--- config.mk ---
export PLATFORM = sky130hd
export DESIGN_NAME = gray_mac_sequencer
export DESIGN_NICKNAME = d
export VERILOG_FILES = /design/src/rtl/gray_mac_sequencer.sv
export SDC_FILE = /design/constraint.sdc
export NUM_CORES = 1
export LEC_CHECK = 0
export BUFFER_PORTS_ARGS = -buffer_cell sky130_fd_sc_hd__clkbuf_2
export CORE_ASPECT_RATIO = 1.2
export CORE_MARGIN = 4
export CORE_UTILIZATION = 35
export DETAILED_ROUTE_END_ITERATION = 7
export PLACE_DENSITY_LB_ADDON = 0.3
export REMOVE_ABC_BUFFERS = 1
export SLEW_MARGIN = 15
export SYNTH_ARGS = -nofsm -noshare
export SYNTH_HDL_FRONTEND = slang
export SYNTH_SLANG_ARGS = --single-unit
--- constraint.sdc ---
create_clock -name clk -period 4.98 [get_ports clk]
set_input_delay 0.996 -clock clk [delete_from_list [all_inputs] [get_ports clk]]
set_output_delay 0.996 -clock clk [all_outputs]
set_load 0.005 [all_outputs]
--- src/rtl/gray_mac_sequencer.sv ---
// Time-multiplexed RGB-to-grayscale engine: one shared 8x8 multiplier and an 18-bit accumulator, 4 cycles per pixel.
// Optional `define ROUND_EN starts the accumulator at 128 (round-half-up) instead of 0 (truncate).
module gray_mac_sequencer #(
  parameter logic [7:0] W_R   = 8'd77,
  parameter logic [7:0] W_G   = 8'd150,
  parameter logic [7:0] W_B   = 8'd29,
  parameter int         CNT_W = 16
) (
  input  logic             clk,
  input  logic             rst_n,
  input  logic             in_valid,
  output logic             in_ready,
  input  logic [7:0]       R,
  input  logic [7:0]       G,
  input  logic [7:0]       B,
  output logic             out_valid,
  input  logic             out_ready,
  output logic [7:0]       gray,
  output logic             busy,
  output logic [CNT_W-1:0] pix_count
);

  typedef enum logic [2:0] {
    IDLE,
    MUL_R,
    MUL_G,
    MUL_B,
    DONE
  } state_t;

`ifdef ROUND_EN
  localparam logic [17:0] ACC_INIT = 18'd128;
`else
  localparam logic [17:0] ACC_INIT = 18'd0;
`endif

  state_t           r_state;
  state_t           w_state_next;
  logic [7:0]       r_r;
  logic [7:0]       r_g;
  logic [7:0]       r_b;
  logic [17:0]      r_acc;
  logic [7:0]       r_gray;
  logic             r_out_valid;
  logic [CNT_W-1:0] r_pix_count;

  logic [7:0]       w_operand;
  logic [7:0]       w_weight;
  logic [15:0]      w_product;
  logic [17:0]      w_acc_next;
  logic [7:0]       w_gray_sat;
  logic             w_in_fire;
  logic             w_out_fire;

  assign in_ready   = (r_state == IDLE) | ((r_state == DONE) & out_ready);
  assign w_in_fire  = in_valid & in_ready;
  assign w_out_fire = r_out_valid & out_ready;

  // NOTE: every signal written in always_comb gets a default first, so no path can infer a latch.
  always_comb begin
    w_state_next = r_state;
    w_operand    = 8'd0;
    w_weight     = 8'd0;
    case (r_state)
      IDLE: begin
        if (w_in_fire) w_state_next = MUL_R;
      end
      MUL_R: begin
        w_operand    = r_r;
        w_weight     = W_R;
        w_state_next = MUL_G;
      end
      MUL_G: begin
        w_operand    = r_g;
        w_weight     = W_G;
        w_state_next = MUL_B;
      end
      MUL_B: begin
        w_operand    = r_b;
        w_weight     = W_B;
        w_state_next = DONE;
      end
      DONE: begin
        if (out_ready) w_state_next = in_valid ? MUL_R : IDLE;
      end
      default: w_state_next = IDLE;
    endcase
  end

  assign w_product  = 16'(w_operand) * 16'(w_weight);
  assign w_acc_next = r_acc + 18'(w_product);
  // Only overridden weights can push the sum past 255 << 8.
  assign w_gray_sat = (|w_acc_next[17:16]) ? 8'hFF : w_acc_next[15:8];

  // NOTE: state uses non-blocking assignments and an async reset; every register, channel latches included, resets.
  always_ff @(posedge clk or negedge rst_n) begin
    if (!rst_n) begin
      r_state     <= IDLE;
      r_r         <= 8'd0;
      r_g         <= 8'd0;
      r_b         <= 8'd0;
      r_acc       <= 18'd0;
      r_gray      <= 8'd0;
      r_out_valid <= 1'b0;
      r_pix_count <= '0;
    end else begin
      r_state <= w_state_next;

      if (w_in_fire) begin
        r_r   <= R;
        r_g   <= G;
        r_b   <= B;
        r_acc <= ACC_INIT;
      end else if (r_state inside {MUL_R, MUL_G, MUL_B}) begin
        r_acc <= w_acc_next;
      end

      if (r_state == MUL_B) begin
        r_gray      <= w_gray_sat;
        r_out_valid <= 1'b1;
      end else if (w_out_fire) begin
        r_out_valid <= 1'b0;
      end

      if (w_out_fire) r_pix_count <= r_pix_count + CNT_W'(1);
    end
  end

  assign out_valid = r_out_valid;
  assign gray      = r_gray;
  assign busy      = (r_state != IDLE);
  assign pix_count = r_pix_count;

endmodule

After elaboration in Yosys (flattened, before gate mapping)

Cells that the tools add are included.

Bits in registers: 70
Bits of input ports: 28
Output and inout bits: 27
Word-level logic and storage cells: 39

$add $sub $neg: 2
Multipliers: 1
Equality and inequality tests: 6
Muxes and demuxes: 11
Bitwise operators: 4
Reduce and logical (&&, ||, !) cells: 7

Operators with widths:

| operator                                                               | number |
|---|---|
| 8-bit case mux with 3 select lines                                     | 2 |
| 18-bit two-way mux                                                     | 2 |
| 18-bit by 16-bit adder with 18-bit output                              | 1 |
| 16-bit by 1-bit adder with 16-bit output (second input constant)       | 1 |
| 8-bit by 8-bit multiplier with 16-bit output                           | 1 |
| 3-bit case mux with 5 select lines                                     | 1 |
| 8-bit two-way mux                                                      | 1 |
| 3-bit by 2-bit equality test with 1-bit output (second input constant) | 2 |
| 3-bit two-way mux                                                      | 2 |
| 3-bit nonzero test                                                     | 2 |
| 2-bit != test (second input constant)                                  | 2 |
| 2-bit nonzero test                                                     | 2 |
| 1-bit AND                                                              | 3 |
| 3-bit by 1-bit equality test with 1-bit output (second input constant) | 1 |
| 3-bit equality test (second input constant)                            | 1 |
| 3-bit logical NOT                                                      | 1 |
| 1-bit two-way mux                                                      | 3 |
| 2-bit AND reduction                                                    | 1 |
| 2-bit OR reduction                                                     | 1 |
| 1-bit OR                                                               | 1 |

Longest topological paths before layout

Gate-level depths: netlist of run 1.

Depth in word-level cells: 6
Mapped depth: 20

Least setup slack after synthesis of run 1

Ideal clock, no wire load.

Path type: register to register
Start: register r_state[1]
End: register r_gray[0] (netlist: gray[0])
Arrival: 5.088 ns
Slack: -0.243 ns
Stages on the path, launching flop included: 18
Path buffers: 1
Period minus slack after synthesis: 5.223 ns
Cell sequence: dfrtp_1 clkbuf_1 nor3b_1 nand2_1 nand2_1 fa_1 fa_1 fa_1 inv_1 fa_1 inv_1 ha_1 a21oi_1 o21bai_1 a221o_1 or3_4 a22oi_4 a31oi_1

Word-level cells in the longest chain between the ends: 6
Elaborated cells between the ends (all ways): 9
Classes of those cells: 1 x add/sub; 1 x mul; 3 x eq/ne; 3 x mux; 1 x reduce/logical

RTL lines:

| item                                                                         | line    | source |
|---|---|---|
| from (decl)                                                                  | 37      | `state_t r_state;` |
| from (signal assigned)                                                       | 107     | `r_state <= w_state_next;` |
| 3-bit by 2-bit equality test with 1-bit output, or another cell as far along | 64, 118 |  |
| 8-bit case mux with 3 select lines                                           | 64      | `case (r_state)` |
| 8-bit by 8-bit multiplier with 16-bit output                                 | 90      | `assign w_product = 16'(w_operand) * 16'(w_weight);` |
| 18-bit by 16-bit adder with 18-bit output                                    | 91      | `assign w_acc_next = r_acc + 18'(w_product);` |
| 2-bit OR reduction                                                           | 93      | `assign w_gray_sat = (\|w_acc_next[17:16]) ? 8'hFF : w_acc_next[15:8];` |
| 8-bit two-way mux                                                            | 93      |  |
| to (signal assigned)                                                         | 119     | `r_gray <= w_gray_sat;` |
| to (decl)                                                                    | 43      | `logic [7:0] r_gray;` |

Parallel ways exist; a longest one is shown, timed or not.
A chain may end at the register's enable or synchronous reset.

Worst setup path after layout of run 1

Start: register r_state[2]
End: register r_gray[2] (netlist: gray[2])

Same word-level chain as after synthesis.

==> results of run 1 <==
-- placed cells by master (no fill, tap or decap), types with 8 or more instances in the layout --
cell type  instances
nand2_1          112
inv_1             89
dfrtp_1           68
clkbuf_2          53
buf_4             44
fa_1              36
ha_1              36
nor2_1            24
nand3_1           21
xnor2_1           16
inv_2             15
a21oi_1           12
o21ai_0           12
buf_6             10
ha_4               9
clkbuf_16          9
a31oi_1            8
-- routing by layer --
layer | up-vias | part of all wire, %
met5 | - | 0
met4 | 0 | 2.2
met3 | 22 | 2.8
met2 | 70 | 53
met1 | 1984 | 42
li1 | 2045 | -
-- cells by family (layout without fill, tap and decap cells) --
| family | count (synthesis) | after routing | share of synthesized area [%] |
|---|---|---|---|
| buffers and inverters | 120 | 229 | 8.83 |
| AOI/OAI and AO/OA | 71 | 71 | 8.73 |
| adders and majority gates | 89 | 89 | 27.2 |
| xor gates and xnor gates | 24 | 24 | 4.01 |
| DFF | 70 | 70 | 33.4 |
| muxes | 3 | 3 | 0.620 |
| and+or+nand+nor | 203 | 203 | 17.2 |
-- path summary, 6_finish.rpt --
kind | startpoint | to | cells past startpoint
setup / recovery | r_state[2]$_DFFE_PN0P_ | gray[2]$_DFFE_PN0N_ | 18
hold / removal | pix_count[15]$_DFFE_PN0P_ | pix_count[15]$_DFFE_PN0P_ | 1
setup reg to reg | r_state[2]$_DFFE_PN0P_ | gray[2]$_DFFE_PN0N_ | 18
hold reg to reg | pix_count[15]$_DFFE_PN0P_ | pix_count[15]$_DFFE_PN0P_ | 1
max in group asynchronous | rst_n | r_state[1]$_DFFE_PN0P_ | 2
min in group asynchronous | rst_n | r_acc[13]$_DFFE_PN0P_ | 1
-- stage by stage --
step / setup slack, ps / cell area [sq um] / utilization, %
floorplan: -366 / 5170 / -
global placement: -198 / 6010 / 41.4
detailed placement: -376 / 6010 / 41.4
CTS: 3.28 / 6540 / 45.0
global route: -174 / 6770 / 46.6
finish: 20.3 / 6770 / 46.6
-- critical path: stages, from the launching register on --
cell,delay (ps)
dfrtp_2,420
and3b_2,310
buf_6,150
a21o_1,170
fa_1,530
inv_1,50
fa_1,470
inv_1,50
fa_1,490
inv_2,40
fa_2,530
inv_2,40
ha_4,160
a21oi_4,150
o21bai_1,90
a221o_1,370
or3_4,400
a22oi_4,260
a31oi_1,140
-- area by class of cell --
type                    instances  area, sq um
multi-input cells             390         3340
repair buffers                109          728
flip-flops and latches         70         1750
inverters                     104          390
well taps                     200          250
clock inverters                 7         80.1
fillers                      1393         7760
clock buffers                   9          225
-- what timing repair did --
| action | CTS | global route |
|---|---|---|
| gates resized for setup | 51 | 39 |
| endpoints found under the setup margin | 16 | 15 |
| pin swaps | 27 | 44 |
| buffers inserted | 5 | 7 |
-- flip-flops by register name (all words and copies together), names as in the netlist --
signal / cells
out_valid: 1
gray: 8
r_r: 8
r_acc: 18
r_b: 8
pix_count: 16
r_g: 8
r_state: 3
==> results.json, run 1 <==
{
  "outcome": "finished clean",
  "antenna_cells": 0,
  "slew_violations": 0,
  "finalCriticalPeriod_ps": 4960,
  "required_ps": 5190,
  "wl_per_cell_um": 14.0,
  "worstHoldPathType": "flop to flop",
  "r2r_slack_ps": 20,
  "use_met1_pct": 17.4,
  "synth_edf_count": 0,
  "fin_nets": 801,
  "path_class": "flop to flop",
  "rsz0062_at_grt": "true",
  "met2_usage_pct": 28.1,
  "netlist_top_cells_area": "dfrtp_1, fa_1, ha_1, nand2_1, inv_1",
  "tns_ps": 0,
  "syn-instance-count": 580,
  "synth_area_sq_um": 5240,
  "first_pass_iters": 4,
  "grt_start_max_net_pins": 50,
  "clockBufferDepth": 2,
  "grt_pass1_vias": 4298,
  "cts_hold_buffers": 0,
  "synth_most_common_cell": "nand2_1",
  "overflow": 0,
  "hold_violations": 0,
  "worstMarginPinSlew_ps": 958,
  "gp_congestion": 0.873,
  "arrival_ps": 5170,
  "maxSlewHeadroom_pct": 35.9,
  "synth-seq-cells": 70,
  "grt_pass1_wl_um": 20500,
  "worstSetupStartpointType": "flop",
  "fmax_mhz": 202,
  "viasPerCell": 4.64,
  "yosys_warnings": 0,
  "netlist_top_cells_count": "nand2_1, inv_1, dfrtp_1",
  "grt_use_met3_pct": 2.86,
  "period_share_pct": 99.6,
  "drive_above_1_share_pct": 29.0,
  "top_usage_layer": "met2",
  "numCtsBuffers": 9,
  "htree_num_levels": 3,
  "async_flop_share_pct": 100,
  "grt_usage_pct": 15.1,
  "vias": 4121,
  "fp.dieArea_sq_um": 17000,
  "die_h_um": 142,
  "ant_nets": 0,
  "synth_area_per_cell_sq_um": 9.04,
  "clk_pin_slew_ps": 60,
  "hold_slack_ps": 477,
  "hpwl_um": 9730,
  "drc": 0,
  "core_sq_um": 14500,
  "dieWidth_um": 120,
  "setup_viol": 0,
  "cts_tree": "built",
  "synth_top_cell_by_area": "dfrtp_1",
  "area_growth_pct": 29.1,
  "path_max_fanout": 8,
  "drtIter0Drc": 134,
  "crit_path_end_kind": "flop",
  "clk_latency_ps": 340,
  "drv_cap": 0,
  "layoutNonFillerInstCount": 889,
  "pin_count": 55,
  "synth-main-ff-cell": "dfrtp_1",
  "fin_skew_ps": 7.94,
  "dp_cells": 861,
  "cts_num_sinks": 70,
  "start_util_pct": 36.1,
  "wirelength_um": 12400,
  "synth-seq-area-share_pct": 33.4,
  "numPortBuffers": 54,
  "synth_top_area_share_pct": 33.4,
  "cts_root_buf": "clkbuf_16",
  "rows": 48,
  "antenna_found_initial": 0,
  "synth.distinct_cells": 43
}
Power of run 1 is left out: the tool's default activity adds up to more than one toggle a clock period on the data nets, which glitch-free logic cannot reach.
==> run 2, diff against run 1 <==
--- a/config.mk
+++ b/config.mk
@@ -11,6 +11,7 @@
 export CORE_UTILIZATION = 35
 export DETAILED_ROUTE_END_ITERATION = 7
 export PLACE_DENSITY_LB_ADDON = 0.3
+export RECOVER_POWER = 25
 export REMOVE_ABC_BUFFERS = 1
 export SLEW_MARGIN = 15
 export SYNTH_ARGS = -nofsm -noshare
==> results.json, run 2 (synthesis gave the netlist of run 1 again) <==
{
  "first_pass_iters": 4,
  "mostFrequentLayoutCells": "nand2_1, inv_1, dfrtp_1",
  "maxSlewHeadroom_pct": -71.4,
  "top_usage_layer": "met2",
  "slowest_delay_ps": 530,
  "vias": 4134,
  "grt_pass1_wl_um": 20500,
  "multiInputGateArea_sq_um": 3340,
  "arrival_ps": 5170,
  "grt_usage_pct": 15.1,
  "cts_num_sinks": 70,
  "setup_viol": 0,
  "regMostFlops": "r_acc",
  "cts_tree": "built",
  "overflow": 0,
  "core_sq_um": 14500,
  "path_max_fanout": 8,
  "numCtsBuffers": 9,
  "fin_skew_ps": 7.71,
  "grt_start_max_net_pins": 50,
  "violations": "capacitance limit, slew limit",
  "finalCriticalPeriod_ps": 4960,
  "slew_violations": 50,
  "numPortBuffers": 54,
  "drive_above_1_share_pct": 28.6,
  "worstSetupStartpointType": "flop",
  "fmax_mhz": 202,
  "clockBufferDepth": 2,
  "fin_nets": 801,
  "rsz0062_at_grt": "true",
  "drc": 0,
  "fp.dieArea_sq_um": 17000,
  "antenna_found_initial": 0,
  "seqCellArea_sq_um": 1750,
  "clk_pin_slew_ps": 60,
  "crit_top_cell": "fa_1",
  "antenna_cells": 0,
  "drtIter0Drc": 129,
  "htree_num_levels": 3,
  "tns_ps": 0,
  "hpwl_um": 9730,
  "worstHoldPathType": "flop to flop",
  "grt_pass1_vias": 4298,
  "largest_reg_flops": 18,
  "pin_count": 55,
  "use_met1_pct": 17.4,
  "crit_path_end_kind": "flop",
  "worstPathCellList": "and3b_2, buf_6, a21o_1, fa_1, inv_1, fa_1, inv_1, fa_1, inv_2, fa_2, inv_2, ha_4, a21oi_4, o21bai_1, a221o_1, or3_4, a22oi_4, a31oi_1",
  "cts_root_buf": "clkbuf_16",
  "drv_cap": 1,
  "grt_use_met3_pct": 2.86,
  "area_growth_pct": 29.0,
  "layout_commonest_cell": "nand2_1",
  "cts_hold_buffers": 0,
  "start_util_pct": 36.1,
  "ant_nets": 0,
  "path_class": "flop to flop",
  "viasPerCell": 4.65,
  "gp_congestion": 0.873,
  "hold_violations": 0,
  "clk_latency_ps": 340,
  "wirelength_um": 12400,
  "crit_slowest_cell": "fa_1",
  "period_share_pct": 99.5,
  "required_ps": 5190,
  "rows": 48,
  "wl_per_cell_um": 14.0,
  "die_h_um": 142,
  "met2_usage_pct": 28.1,
  "dieWidth_um": 120,
  "outcome": "complete, but fails checks",
  "worstMarginPinSlew_ps": 2570,
  "fillers": 1397
}
## run 2: changes by cell type in the layout (fill, tap and decap cells not counted), sizes merged
cell	previous run	this run
clkbuf	62	64
buf	56	54
## run 2: what timing repair did
action	4_1_cts	5_1_grt
pin swaps	27	44
resized for setup	51	39
buffers inserted	5	7
gates cloned	0	0
setup endpoints to repair	16	15
## run 2: area by class of cell
| cell class | instances | area share, % |
|---|---|---|
| clock buffer | 9 | 3.33 |
| clock inverter | 7 | 1.18 |
| inverter | 104 | 5.77 |
| multi-input combinational | 390 | 49.4 |
| sequential | 70 | 25.9 |
| tap | 200 | 3.70 |
| timing repair buffer | 109 | 10.7 |
## run 2: worst paths after layout
check,endpoint,cells after the start,from,slack (ps)
worst max-delay path,gray[2]$_DFFE_PN0N_,18,r_state[2]$_DFFE_PN0P_,20
worst min-delay path,pix_count[15]$_DFFE_PN0P_,1,pix_count[15]$_DFFE_PN0P_,480
worst max register to register,gray[2]$_DFFE_PN0N_,18,r_state[2]$_DFFE_PN0P_,20
worst min register to register,pix_count[15]$_DFFE_PN0P_,1,pix_count[15]$_DFFE_PN0P_,480
max in group asynchronous,r_state[1]$_DFFE_PN0P_,2,rst_n,900
min in group asynchronous,r_acc[13]$_DFFE_PN0P_,1,rst_n,890
## run 2: routing by layer
layer | vias to the layer above | part of all wire, %
met5 | - | 0
met4 | 0 | 2.3
met3 | 24 | 3.1
met2 | 76 | 53
met1 | 1991 | 41
li1 | 2043 | -
## run 2: worst max-delay path, delay by kind of cell (launching register included)
kind | cells | cell delay, ps
buf+inv | 5 | 330
flops | 1 | 420
fa+ha+maj | 5 | 2180
compound gates | 6 | 1180
simple gates | 2 | 710
## run 2: metrics by stage
| step | hold slack [ps] | setup WS [ps] | cells | util (%) | cell area, sq um |
|---|---|---|---|---|---|
| final | 477 | 23.1 | 889 | 46.5 | 6760 |
| after detailed placement | 460 | -376 | 861 | 41.4 | 6010 |
| after global placement | 453 | -198 | 861 | 41.4 | 6010 |
| after CTS | 476 | 3.28 | 881 | 45.0 | 6540 |
| after global routing | 496 | -174 | 889 | 46.5 | 6760 |
| after floorplan | 437 | -366 | 564 | - | 5170 |
Power of run 2 is left out for the same reason.
==> run 3, diff against run 2 <==
--- a/config.mk
+++ b/config.mk
@@ -6,8 +6,7 @@
 export NUM_CORES = 1
 export LEC_CHECK = 0
 export BUFFER_PORTS_ARGS = -buffer_cell sky130_fd_sc_hd__clkbuf_2
-export CORE_ASPECT_RATIO = 1.2
-export CORE_MARGIN = 4
+export CORE_ASPECT_RATIO = 1.4
 export CORE_UTILIZATION = 35
 export DETAILED_ROUTE_END_ITERATION = 7
 export PLACE_DENSITY_LB_ADDON = 0.3
==> results.json, run 3 (synthesis gave the netlist of run 1 again) <==
{
  "outcome": "complete, but fails checks",
  "violations": "capacitance limit, slew limit, setup timing",
  "finalCriticalPeriod_ps": 4990,
  "core_sq_um": 14600,
  "grt_start_max_net_pins": 71,
  "fin_util_pct": 45.9,
  "numPortBuffers": 54,
  "hold_violations": 0,
  "first_pass_iters": 4,
  "period_share_pct": 100,
  "arrival_ps": 5200,
  "viasPerCell": 4.77,
  "dieWidth_um": 105,
  "fin_ws_ps": -8.85,
  "wl_per_cell_um": 14.2,
  "overflow": 0,
  "drive_above_1_share_pct": 28.1,
  "clockBufferDepth": 2,
  "pin_count": 55,
  "vias": 4197,
  "rows": 52,
  "setup_viol": 3,
  "grt_pass1_vias": 4377,
  "grt_usage_pct": 16.6,
  "die_h_um": 147,
  "largest_reg_flops": 18,
  "fp.dieArea_sq_um": 15500,
  "gp_congestion": 0.842,
  "cts_num_sinks": 70,
  "fin_nets": 802,
  "numCtsBuffers": 9,
  "antenna_found_initial": 0,
  "worstSetupStartpointType": "flop",
  "fmax_mhz": 200,
  "maxSlewHeadroom_pct": -16.1,
  "layout_commonest_cell": "nand2_1",
  "antenna_cells": 0,
  "htree_num_levels": 3,
  "crit_path_end_kind": "flop",
  "tns_ps": -19.0,
  "worstHoldPathType": "flop to flop",
  "mostFrequentLayoutCells": "nand2_1, inv_1, dfrtp_1",
  "required_ps": 5190,
  "grt_pass1_wl_um": 20300,
  "clk_latency_ps": 340,
  "drv_cap": 1,
  "worstMarginPinSlew_ps": 1740,
  "cts_hold_buffers": 0,
  "area_growth_pct": 27.5,
  "slew_violations": 71,
  "r2r_slack_ps": -9,
  "regMostFlops": "r_acc",
  "clk_pin_slew_ps": 70,
  "path_max_fanout": 8,
  "ant_nets": 0,
  "cts_tree": "built",
  "wirelength_um": 12500,
  "rsz0062_at_grt": "true",
  "fin_skew_ps": 8.66,
  "final_cell_area_sq_um": 6690,
  "start_util_pct": 36.0,
  "cts_root_buf": "clkbuf_16",
  "hpwl_um": 9630,
  "place_area_sq_um": 6020,
  "drc": 0,
  "fillers": 1428,
  "drtIter0Drc": 156,
  "path_class": "flop to flop"
}
run 3: changes by cell type in the layout (fill, tap and decap cells not counted), sizes merged:
| cell | before | now |
|---|---|---|
| buf | 54 | 56 |
| clkbuf | 64 | 63 |
run 3: layout make-up:
class	count	area (sq um)	area share [%]
Timing Repair Buffer	110	709	10.6
Clock buffer	9	225	3.37
Clock inverter	7	80.1	1.20
Tap cell	189	236	3.54
Sequential cell	70	1750	26.2
Inverter	104	393	5.87
Multi-Input combinational cell	390	3290	49.2
run 3: worst paths after layout:
| path | to | cells after the start | start |
|---|---|---|---|
| worst max-delay path | gray[4]$_DFFE_PN0N_ | 17 | r_state[1]$_DFFE_PN0P_ |
| worst max register to register | gray[4]$_DFFE_PN0N_ | 17 | r_state[1]$_DFFE_PN0P_ |
| max in group asynchronous | r_state[2]$_DFFE_PN0P_ | 2 | rst_n |
| worst min-delay path | r_r[4]$_DFFE_PN0P_ | 2 | r_r[4]$_DFFE_PN0P_ |
| min in group asynchronous | pix_count[6]$_DFFE_PN0P_ | 2 | rst_n |
| worst min register to register | r_r[4]$_DFFE_PN0P_ | 2 | r_r[4]$_DFFE_PN0P_ |
run 3: repair_timing:
| action | in CTS | in global routing |
|---|---|---|
| setup buffers | 8 | 3 |
| setup endpoints to repair | 14 | 16 |
| pin swaps | 32 | 22 |
| gates resized for setup | 29 | 46 |
| cloned | 0 | 0 |
run 3: metrics by stage:
| step | setup WS, ps | cells | hold slack (ps) |
|---|---|---|---|
| floorplan | -366 | 564 | 437 |
| global placement | -184 | 853 | 455 |
| detailed placement | -329 | 853 | 455 |
| CTS | -55.5 | 876 | 470 |
| global route | -181 | 879 | 493 |
| finish | -8.85 | 879 | 468 |
run 3: layer usage:
layer / GRT usage [%] / wire length (um) / vias up / share of wire, %
li1: - / - / 2045 / -
met1: 18.3 / 4930 / 2053 / 40
met2: 31.4 / 6940 / 77 / 56
met3: 2.71 / 279 / 22 / 2.2
met4: 6.55 / 300 / 0 / 2.4
met5: 0 / 0 / - / 0
run 3: critical path, cell delays in order, from the launching register on:
cell and delay [ps]:
dfrtp_1 430, and3b_2 290, buf_6 140, a21oi_2 120, nand2_1 90, fa_1 560, fa_2 450, fa_1 530
inv_2 40, fa_1 550, inv_2 50, ha_4 210, a21oi_2 150, o21bai_1 100, a221o_1 370, or3_4 400
a22oi_4 270, a31oi_1 140
Power of run 3 is left out for the same reason.
